==> config.mk <==
export PLATFORM = sky130hd
export DESIGN_NAME = forwarding_scoreboard_flat
export DESIGN_NICKNAME = d
export VERILOG_FILES = /design/src/rtl/forwarding_scoreboard_if.sv /design/src/rtl/forwarding_scoreboard.sv /design/src/flat_wrapper.sv
export SDC_FILE = /design/constraint.sdc
export NUM_CORES = 1
export LEC_CHECK = 0
export ABC_CLOCK_PERIOD_IN_PS = 2810
export CORE_MARGIN = 4
export CORE_UTILIZATION = 47
export CTS_BUF_LIST = sky130_fd_sc_hd__clkbuf_4 sky130_fd_sc_hd__clkbuf_8
export DETAILED_ROUTE_END_ITERATION = 10
export DONT_BUFFER_PORTS = 1
export PLACE_DENSITY_LB_ADDON = 0.25
export SYNTH_ARGS = -nofsm -noshare
export SYNTH_HDL_FRONTEND = slang
export SYNTH_SLANG_ARGS = --single-unit
==> constraint.sdc <==
create_clock -name clk -period 2.81 [get_ports clk]
set_input_delay 0.281 -clock clk [delete_from_list [all_inputs] [get_ports clk]]
set_output_delay 0.281 -clock clk [all_outputs]
set_load 0.01 [all_outputs]
==> src/rtl/forwarding_scoreboard_if.sv <==
// Bundle between the ID/EX hazard logic and the forwarding scoreboard.
// master: pipeline control side; slave: forwarding_scoreboard.
interface forwarding_scoreboard_if #(
    parameter int NUM_READ_PORTS  = 2,
    parameter int NUM_FWD_STAGES  = 2,
    parameter int REG_ADDR_WIDTH  = 5,
    parameter int FWD_CODE_WIDTH  = 2,
    parameter int STALL_CNT_WIDTH = 16
);
    localparam int N  = NUM_READ_PORTS;
    localparam int M  = NUM_FWD_STAGES;
    localparam int AW = REG_ADDR_WIDTH;
    localparam int CW = FWD_CODE_WIDTH;

    logic [M-1:0]               stage_wen;
    logic [M*AW-1:0]            stage_rd;
    logic [M-1:0]               stage_data_valid;
    logic [N*AW-1:0]            ex_rs;
    logic [N*CW-1:0]            forward_code;
    logic                       ex_data_stall;
    logic                       id_valid;
    logic [N*AW-1:0]            id_rs;
    logic                       id_stall;
    logic                       issue_valid;
    logic [AW-1:0]              issue_rd;
    logic                       issue_ready;
    logic                       complete_valid;
    logic [AW-1:0]              complete_rd;
    logic                       flush;
    logic [STALL_CNT_WIDTH-1:0] stall_count;
    logic                       stall_count_clear;
    logic                       sb_error;

    modport master (
        output stage_wen, stage_rd, stage_data_valid, ex_rs,
        output id_valid, id_rs, issue_valid, issue_rd,
        output complete_valid, complete_rd, flush, stall_count_clear,
        input  forward_code, ex_data_stall, id_stall,
        input  issue_ready, stall_count, sb_error
    );

    modport slave (
        input  stage_wen, stage_rd, stage_data_valid, ex_rs,
        input  id_valid, id_rs, issue_valid, issue_rd,
        input  complete_valid, complete_rd, flush, stall_count_clear,
        output forward_code, ex_data_stall, id_stall,
        output issue_ready, stall_count, sb_error
    );
endinterface

==> src/rtl/forwarding_scoreboard.sv <==
// EX-stage forwarding select (nearest stage wins) plus a per-register
// pending-write scoreboard for long-latency ops and a stall counter.
// Ports: clk, rst (async, active high), bus (forwarding_scoreboard_if.slave):
//   stage_* / ex_rs -> forward_code, ex_data_stall (combinational)
//   id_* / issue_* / complete_* / flush -> id_stall, issue_ready, sb_error
//   stall_count_clear -> stall_count
module forwarding_scoreboard #(
    parameter int NUM_READ_PORTS  = 2,
    parameter int NUM_FWD_STAGES  = 2,
    parameter int REG_ADDR_WIDTH  = 5,
    parameter int FWD_CODE_WIDTH  = 2,
    parameter int PEND_CNT_WIDTH  = 2,
    parameter int STALL_CNT_WIDTH = 16
) (
    input logic clk,
    input logic rst,
    forwarding_scoreboard_if.slave bus
);
    localparam int N    = NUM_READ_PORTS;
    localparam int M    = NUM_FWD_STAGES;
    localparam int AW   = REG_ADDR_WIDTH;
    localparam int CW   = FWD_CODE_WIDTH;
    localparam int NREG = 2 ** AW;

    typedef logic [PEND_CNT_WIDTH-1:0] pend_t;

    pend_t                      pend_q [NREG];
    pend_t                      pend_d [NREG];
    logic                       sb_error_q;
    logic                       sb_error_d;
    logic [STALL_CNT_WIDTH-1:0] stall_cnt_q;

    logic [N*CW-1:0] fwd_code;
    logic            data_stall;
    logic            fwd_hit;
    logic [AW-1:0]   fwd_rs;
    logic [AW-1:0]   fwd_rd;
    logic            id_hit;
    logic [AW-1:0]   id_src;
    logic            ready;
    logic            iss_hit;
    logic            cmp_hit;
    logic            same_reg;

    // Forwarding: scan stages nearest-first; the first match decides,
    // so a not-yet-valid near result blocks an older valid one.
    always_comb begin
        fwd_code   = '0;
        data_stall = 1'b0;
        fwd_hit    = 1'b0;
        fwd_rs     = '0;
        fwd_rd     = '0;
        for (int p = 0; p < N; p++) begin
            fwd_hit = 1'b0;
            fwd_rs  = bus.ex_rs[p*AW +: AW];
            for (int k = 0; k < M; k++) begin
                fwd_rd = bus.stage_rd[k*AW +: AW];
                if (!fwd_hit && bus.stage_wen[k] &&
                    fwd_rd != '0 && fwd_rd == fwd_rs) begin
                    fwd_hit = 1'b1;
                    if (bus.stage_data_valid[k])
                        fwd_code[p*CW +: CW] = CW'(k + 1);
                    else
                        data_stall = 1'b1;
                end
            end
        end
    end

    always_comb begin
        id_hit = 1'b0;
        id_src = '0;
        for (int p = 0; p < N; p++) begin
            id_src = bus.id_rs[p*AW +: AW];
            if (id_src != '0 && pend_q[id_src] != '0)
                id_hit = 1'b1;
        end
    end

    assign ready    = !(bus.issue_valid && pend_q[bus.issue_rd] == '1);
    assign iss_hit  = bus.issue_valid && bus.issue_rd != '0;
    assign cmp_hit  = bus.complete_valid && bus.complete_rd != '0;
    assign same_reg = iss_hit && cmp_hit &&
                      bus.issue_rd == bus.complete_rd;

    // Issue+complete on one register cancel out, even at a full counter.
    always_comb begin
        pend_d     = pend_q;
        sb_error_d = sb_error_q;
        if (!same_reg) begin
            if (iss_hit && ready)
                pend_d[bus.issue_rd] = pend_q[bus.issue_rd] + 1'b1;
            if (cmp_hit) begin
                if (pend_q[bus.complete_rd] == '0)
                    sb_error_d = 1'b1;
                else
                    pend_d[bus.complete_rd] =
                        pend_q[bus.complete_rd] - 1'b1;
            end
        end
        if (bus.flush) begin
            for (int r = 0; r < NREG; r++)
                pend_d[r] = '0;
        end
    end

    always_ff @(posedge clk or posedge rst) begin
        if (rst) begin
            for (int r = 0; r < NREG; r++)
                pend_q[r] <= '0;
            sb_error_q <= 1'b0;
        end else begin
            for (int r = 0; r < NREG; r++)
                pend_q[r] <= pend_d[r];
            sb_error_q <= sb_error_d;
        end
    end

    always_ff @(posedge clk or posedge rst) begin
        if (rst)
            stall_cnt_q <= '0;
        else if (bus.stall_count_clear)
            stall_cnt_q <= '0;
        else if ((bus.id_stall || data_stall) && stall_cnt_q != '1)
            stall_cnt_q <= stall_cnt_q + 1'b1;
    end

    assign bus.forward_code  = fwd_code;
    assign bus.ex_data_stall = data_stall;
    assign bus.id_stall      = bus.id_valid && id_hit;
    assign bus.issue_ready   = ready;
    assign bus.stall_count   = stall_cnt_q;
    assign bus.sb_error      = sb_error_q;
endmodule

==> src/flat_wrapper.sv <==
// flat-port wrapper written by rule: the top's interface ports become plain ports
module forwarding_scoreboard_flat 
#(
    parameter int NUM_READ_PORTS  = 2,
    parameter int NUM_FWD_STAGES  = 2,
    parameter int REG_ADDR_WIDTH  = 5,
    parameter int FWD_CODE_WIDTH  = 2,
    parameter int PEND_CNT_WIDTH  = 2,
    parameter int STALL_CNT_WIDTH = 16
)
  (clk, rst, bus_stage_wen, bus_stage_rd, bus_stage_data_valid, bus_ex_rs, bus_id_valid, bus_id_rs, bus_issue_valid, bus_issue_rd, bus_complete_valid, bus_complete_rd, bus_flush, bus_stall_count_clear, bus_forward_code, bus_ex_data_stall, bus_id_stall, bus_issue_ready, bus_stall_count, bus_sb_error);
  forwarding_scoreboard_if #(.NUM_READ_PORTS(NUM_READ_PORTS), .NUM_FWD_STAGES(NUM_FWD_STAGES), .REG_ADDR_WIDTH(REG_ADDR_WIDTH), .FWD_CODE_WIDTH(FWD_CODE_WIDTH), .STALL_CNT_WIDTH(STALL_CNT_WIDTH)) bus_i ();
  input logic clk;
  input logic rst;
  input wire logic [$bits(bus_i.stage_wen)-1:0] bus_stage_wen;
  input wire logic [$bits(bus_i.stage_rd)-1:0] bus_stage_rd;
  input wire logic [$bits(bus_i.stage_data_valid)-1:0] bus_stage_data_valid;
  input wire logic [$bits(bus_i.ex_rs)-1:0] bus_ex_rs;
  input wire logic [$bits(bus_i.id_valid)-1:0] bus_id_valid;
  input wire logic [$bits(bus_i.id_rs)-1:0] bus_id_rs;
  input wire logic [$bits(bus_i.issue_valid)-1:0] bus_issue_valid;
  input wire logic [$bits(bus_i.issue_rd)-1:0] bus_issue_rd;
  input wire logic [$bits(bus_i.complete_valid)-1:0] bus_complete_valid;
  input wire logic [$bits(bus_i.complete_rd)-1:0] bus_complete_rd;
  input wire logic [$bits(bus_i.flush)-1:0] bus_flush;
  input wire logic [$bits(bus_i.stall_count_clear)-1:0] bus_stall_count_clear;
  output wire logic [$bits(bus_i.forward_code)-1:0] bus_forward_code;
  output wire logic [$bits(bus_i.ex_data_stall)-1:0] bus_ex_data_stall;
  output wire logic [$bits(bus_i.id_stall)-1:0] bus_id_stall;
  output wire logic [$bits(bus_i.issue_ready)-1:0] bus_issue_ready;
  output wire logic [$bits(bus_i.stall_count)-1:0] bus_stall_count;
  output wire logic [$bits(bus_i.sb_error)-1:0] bus_sb_error;
  assign bus_i.stage_wen = bus_stage_wen;
  assign bus_i.stage_rd = bus_stage_rd;
  assign bus_i.stage_data_valid = bus_stage_data_valid;
  assign bus_i.ex_rs = bus_ex_rs;
  assign bus_i.id_valid = bus_id_valid;
  assign bus_i.id_rs = bus_id_rs;
  assign bus_i.issue_valid = bus_issue_valid;
  assign bus_i.issue_rd = bus_issue_rd;
  assign bus_i.complete_valid = bus_complete_valid;
  assign bus_i.complete_rd = bus_complete_rd;
  assign bus_i.flush = bus_flush;
  assign bus_i.stall_count_clear = bus_stall_count_clear;
  assign bus_forward_code = bus_i.forward_code;
  assign bus_ex_data_stall = bus_i.ex_data_stall;
  assign bus_id_stall = bus_i.id_stall;
  assign bus_issue_ready = bus_i.issue_ready;
  assign bus_stall_count = bus_i.stall_count;
  assign bus_sb_error = bus_i.sb_error;
  forwarding_scoreboard #(.NUM_READ_PORTS(NUM_READ_PORTS), .NUM_FWD_STAGES(NUM_FWD_STAGES), .REG_ADDR_WIDTH(REG_ADDR_WIDTH), .FWD_CODE_WIDTH(FWD_CODE_WIDTH), .PEND_CNT_WIDTH(PEND_CNT_WIDTH), .STALL_CNT_WIDTH(STALL_CNT_WIDTH)) u_core (.clk(clk), .rst(rst), .bus(bus_i));
endmodule
==> flow_summary.yaml <==
status:
  outcome: "complete, but fails checks"
  violations: "hold timing, setup timing"
cells_and_area:
  layout.nets: 975
  fillers: 1234
  stdcell_count: 1113
  layout_commonest_cell: "buf_4"
  drive_above_1_share_pct: 36.5
  antenna_cells: 0
  final_cell_mix: "buf_4, nor2_1, dfrtp_1, inv_1, nand2_1"
  area_delta_synth_final_pct: 26.5
  fin_area_mm2: 0.00917
placement:
  place_area_mm2: 0.00812
  finalWeightedCongestion: 0.986
  dp_hpwl_um: 18900
  numPlacedInstances: 1076
  io_buffers: 0
grt:
  grt_usage_pct: 30.0
  grt_pass1_wl_um: 40900
  antenna_found_initial: 0
  grt-ovfl-total: 0
  grt_pass1_vias: 7294
  grt_max_degree: 65
yosys:
  synthTopCellsByArea: "dfrtp_1, mux4_2, nor2_1"
  async_flop_share_pct: 100
  syn_inst: 849
  synth_top_area_share_pct: 28.0
  ys_warn_count: 0
  synth_edf_count: 0
  ys.flop_type: "dfrtp_1"
  ys_seq_area_share_pct: 28.0
  synth-seq-cells: 81
  syn_area_per_cell_um2: 8.54
  yosysUniqueCellTypes: 66
  yosysTopAreaCell: "dfrtp_1"
  syn_area_mm2: 0.00725
  synthesis.nets: 903
timing:
  whs_ns: -0.0181
  fin_crit_sh_pct: 105
  setup_viol: 57
  period_needed_ns: 2.95
  grt_setup_unrepaired: "yes"
  clock_skew_ns: 0.0166
  hold_violations: 17
  fin_tns_setup_ns: -3.76
  worst_slew_margin_rel_pct: 30.9
  report.final.slew_viol_count: 0
  worstMarginPinSlew_ns: 1.04
  fmax_ghz: 0.339
  timing.final.ws_setup_ns: -0.144
worst_setup_path:
  worstSetupStartpointType: "register"
  worst_ep_arrival_time_ns: 3.23
  critPathMaxFanout: 5
  crit_type: "reg2reg"
  path_cells: "buf_6, mux4_2, inv_2, o22ai_1, or4_4, inv_4, ha_4, nor2b_4, nand3b_1, buf_6, nor2_4, nand2_1, o31ai_2, a221oi_2"
  critPathMostFrequentCell: "buf_6"
  worst_path_dominant_cell_family: "simple AND/OR/NAND/NOR gates"
  cpPeakStageDelay_ns: 0.55
  worstPathRequired_ns: 3.08
  crit_path_end_kind: "register"
  slowest_stage: "or4_4"
  crit_cells: 14
  rr_worst_depth: 14
  crit_buf_inv: 4
clock_network:
  cts_tree: "built"
  clk_latency_ns: 0.39
  numCtsBuffers: 9
  clk_path_buf_depth: 2
  clkSinkCount: 81
  cts_root_buf: "clkbuf_8"
  path_clk_slew_ns: 0.09
  h-tree-depth: 3
floorplan:
  die_w_um: 132
  dieHeight_um: 132
  fp-row-count: 45
  pin_count: 75
  core-area_mm2: 0.0151
  start_util_pct: 47.9
  die_area_mm2: 0.0175
routing:
  ant_nets: 0
  drtIter0Drc: 801
  drt-wirelength-per-cell_um: 24.8
  via_per_inst: 6.82
  wirelength_um: 27600
  drc_errors: 0
  dr.pass1.iters: 6
  vias: 7586
power:
  power_density_mw_per_mm2: 290
  p_sw_uw: 744
  peakVddDrop_uv: 174
  pwr-share-clk_pct: 37.8
  swShare_pct: 27.9
  pwr-share-comb_pct: 17.3
  power.share.sequential_pct: 45.0
  leakage_nw: 3.35
  internal-power_mw: 1.92
worst_hold_path:
  hp-class: "in2async"
run:
  max_cap_violations: 0
## stage by stage
| step | total power [mW] | util (%) | setup slack (ns) |
|---|---|---|---|
| 3_3_place_gp | 1.59 | 53.6 | -0.162 |
| 4_1_cts | 2.62 | 56.7 | -0.0854 |
| 6_report | 2.66 | 60.6 | -0.144 |
| 2_1_floorplan | 1.55 | - | -0.195 |
| 5_1_grt | 2.74 | 60.6 | -0.222 |
| 3_5_place_dp | 1.60 | 53.6 | -0.186 |
## power groups by stage
stage / logic [mW] / registers, mW / clock network, mW
after floorplan: 0.331 / 1.22 / 0
after CTS: 0.422 / 1.20 / 1.01
final: 0.459 / 1.20 / 1.01
after global placement: 0.375 / 1.22 / 0
after global routing: 0.488 / 1.20 / 1.05
after detailed placement: 0.385 / 1.22 / 0
## timing repair
item                       4_1_cts  5_1_grt
cloned                           0        0
resized for setup               48      116
hold buffers                     2        0
setup buffers                    4       16
hold endpoints to repair        66        0
setup endpoints to repair       71       76
pin swaps                       25       73
## logic make-up after synthesis
kind of cell / synth area share (%)
muxes: 15.1
and+or+nand+nor: 21.4
xor gates and xnor gates: 2.90
adders and majority gates: 0.518
DFF: 28.0
buffers and inverters: 8.25
AOI/OAI and AO/OA: 23.9
## worst paths after layout
check / startpoint / to / slack (ns)
worst min-delay path: rst / u_core.bus.stall_count[9]$_DFFE_PP0P_ / -0.02
worst max register to register: u_core.pend_q[2]$_DFFE_PP0P_ / u_core.pend_q[2]$_DFFE_PP0P_ / -0.14
worst min register to register: u_core.pend_q[62]$_DFFE_PP0P_ / u_core.pend_q[62]$_DFFE_PP0P_ / 0.56
min in group clk: bus_stall_count_clear / u_core.bus.stall_count[15]$_DFFE_PP0P_ / 0.11
max in group asynchronous: rst / u_core.pend_q[15]$_DFFE_PP0P_ / 2.14
worst max-delay path: u_core.pend_q[2]$_DFFE_PP0P_ / u_core.pend_q[2]$_DFFE_PP0P_ / -0.14
## synthesized netlist by cell type, drive strengths merged (15+ instances only)
cell    count
nand2      68
nor2b      19
mux4       40
o21ai      47
dfrtp      81
a221oi     51
a211oi     16
o31ai      49
mux2       15
nor2      125
nand3      18
inv        73
buf        31
clkbuf     35
## layer usage
layer	vias up	wire, um	global-route usage, %
li1	3291	-	-
met1	3685	10300	36.8
met2	507	12500	47.2
met3	103	3460	12.1
met4	0	1270	12.2
met5	-	0	0
## sequential cells by signal, indices dropped and copies added (netlist names)
register,flops
u_core.bus.sb_error,1
u_core.bus.stall_count,16
u_core.pend_q,64
## cell type report
class	instances	area, um2	area share, %
sequential	81	2030	22.1
inverter	74	282	3.07
timing repair buffer	127	1100	12.0
clock buffer	12	153	1.66
multi-input combinational	628	5310	57.8
tap	188	235	2.56
clock inverter	3	65.1	0.709
No activity file was read; power rests on OpenSTA's default activity.
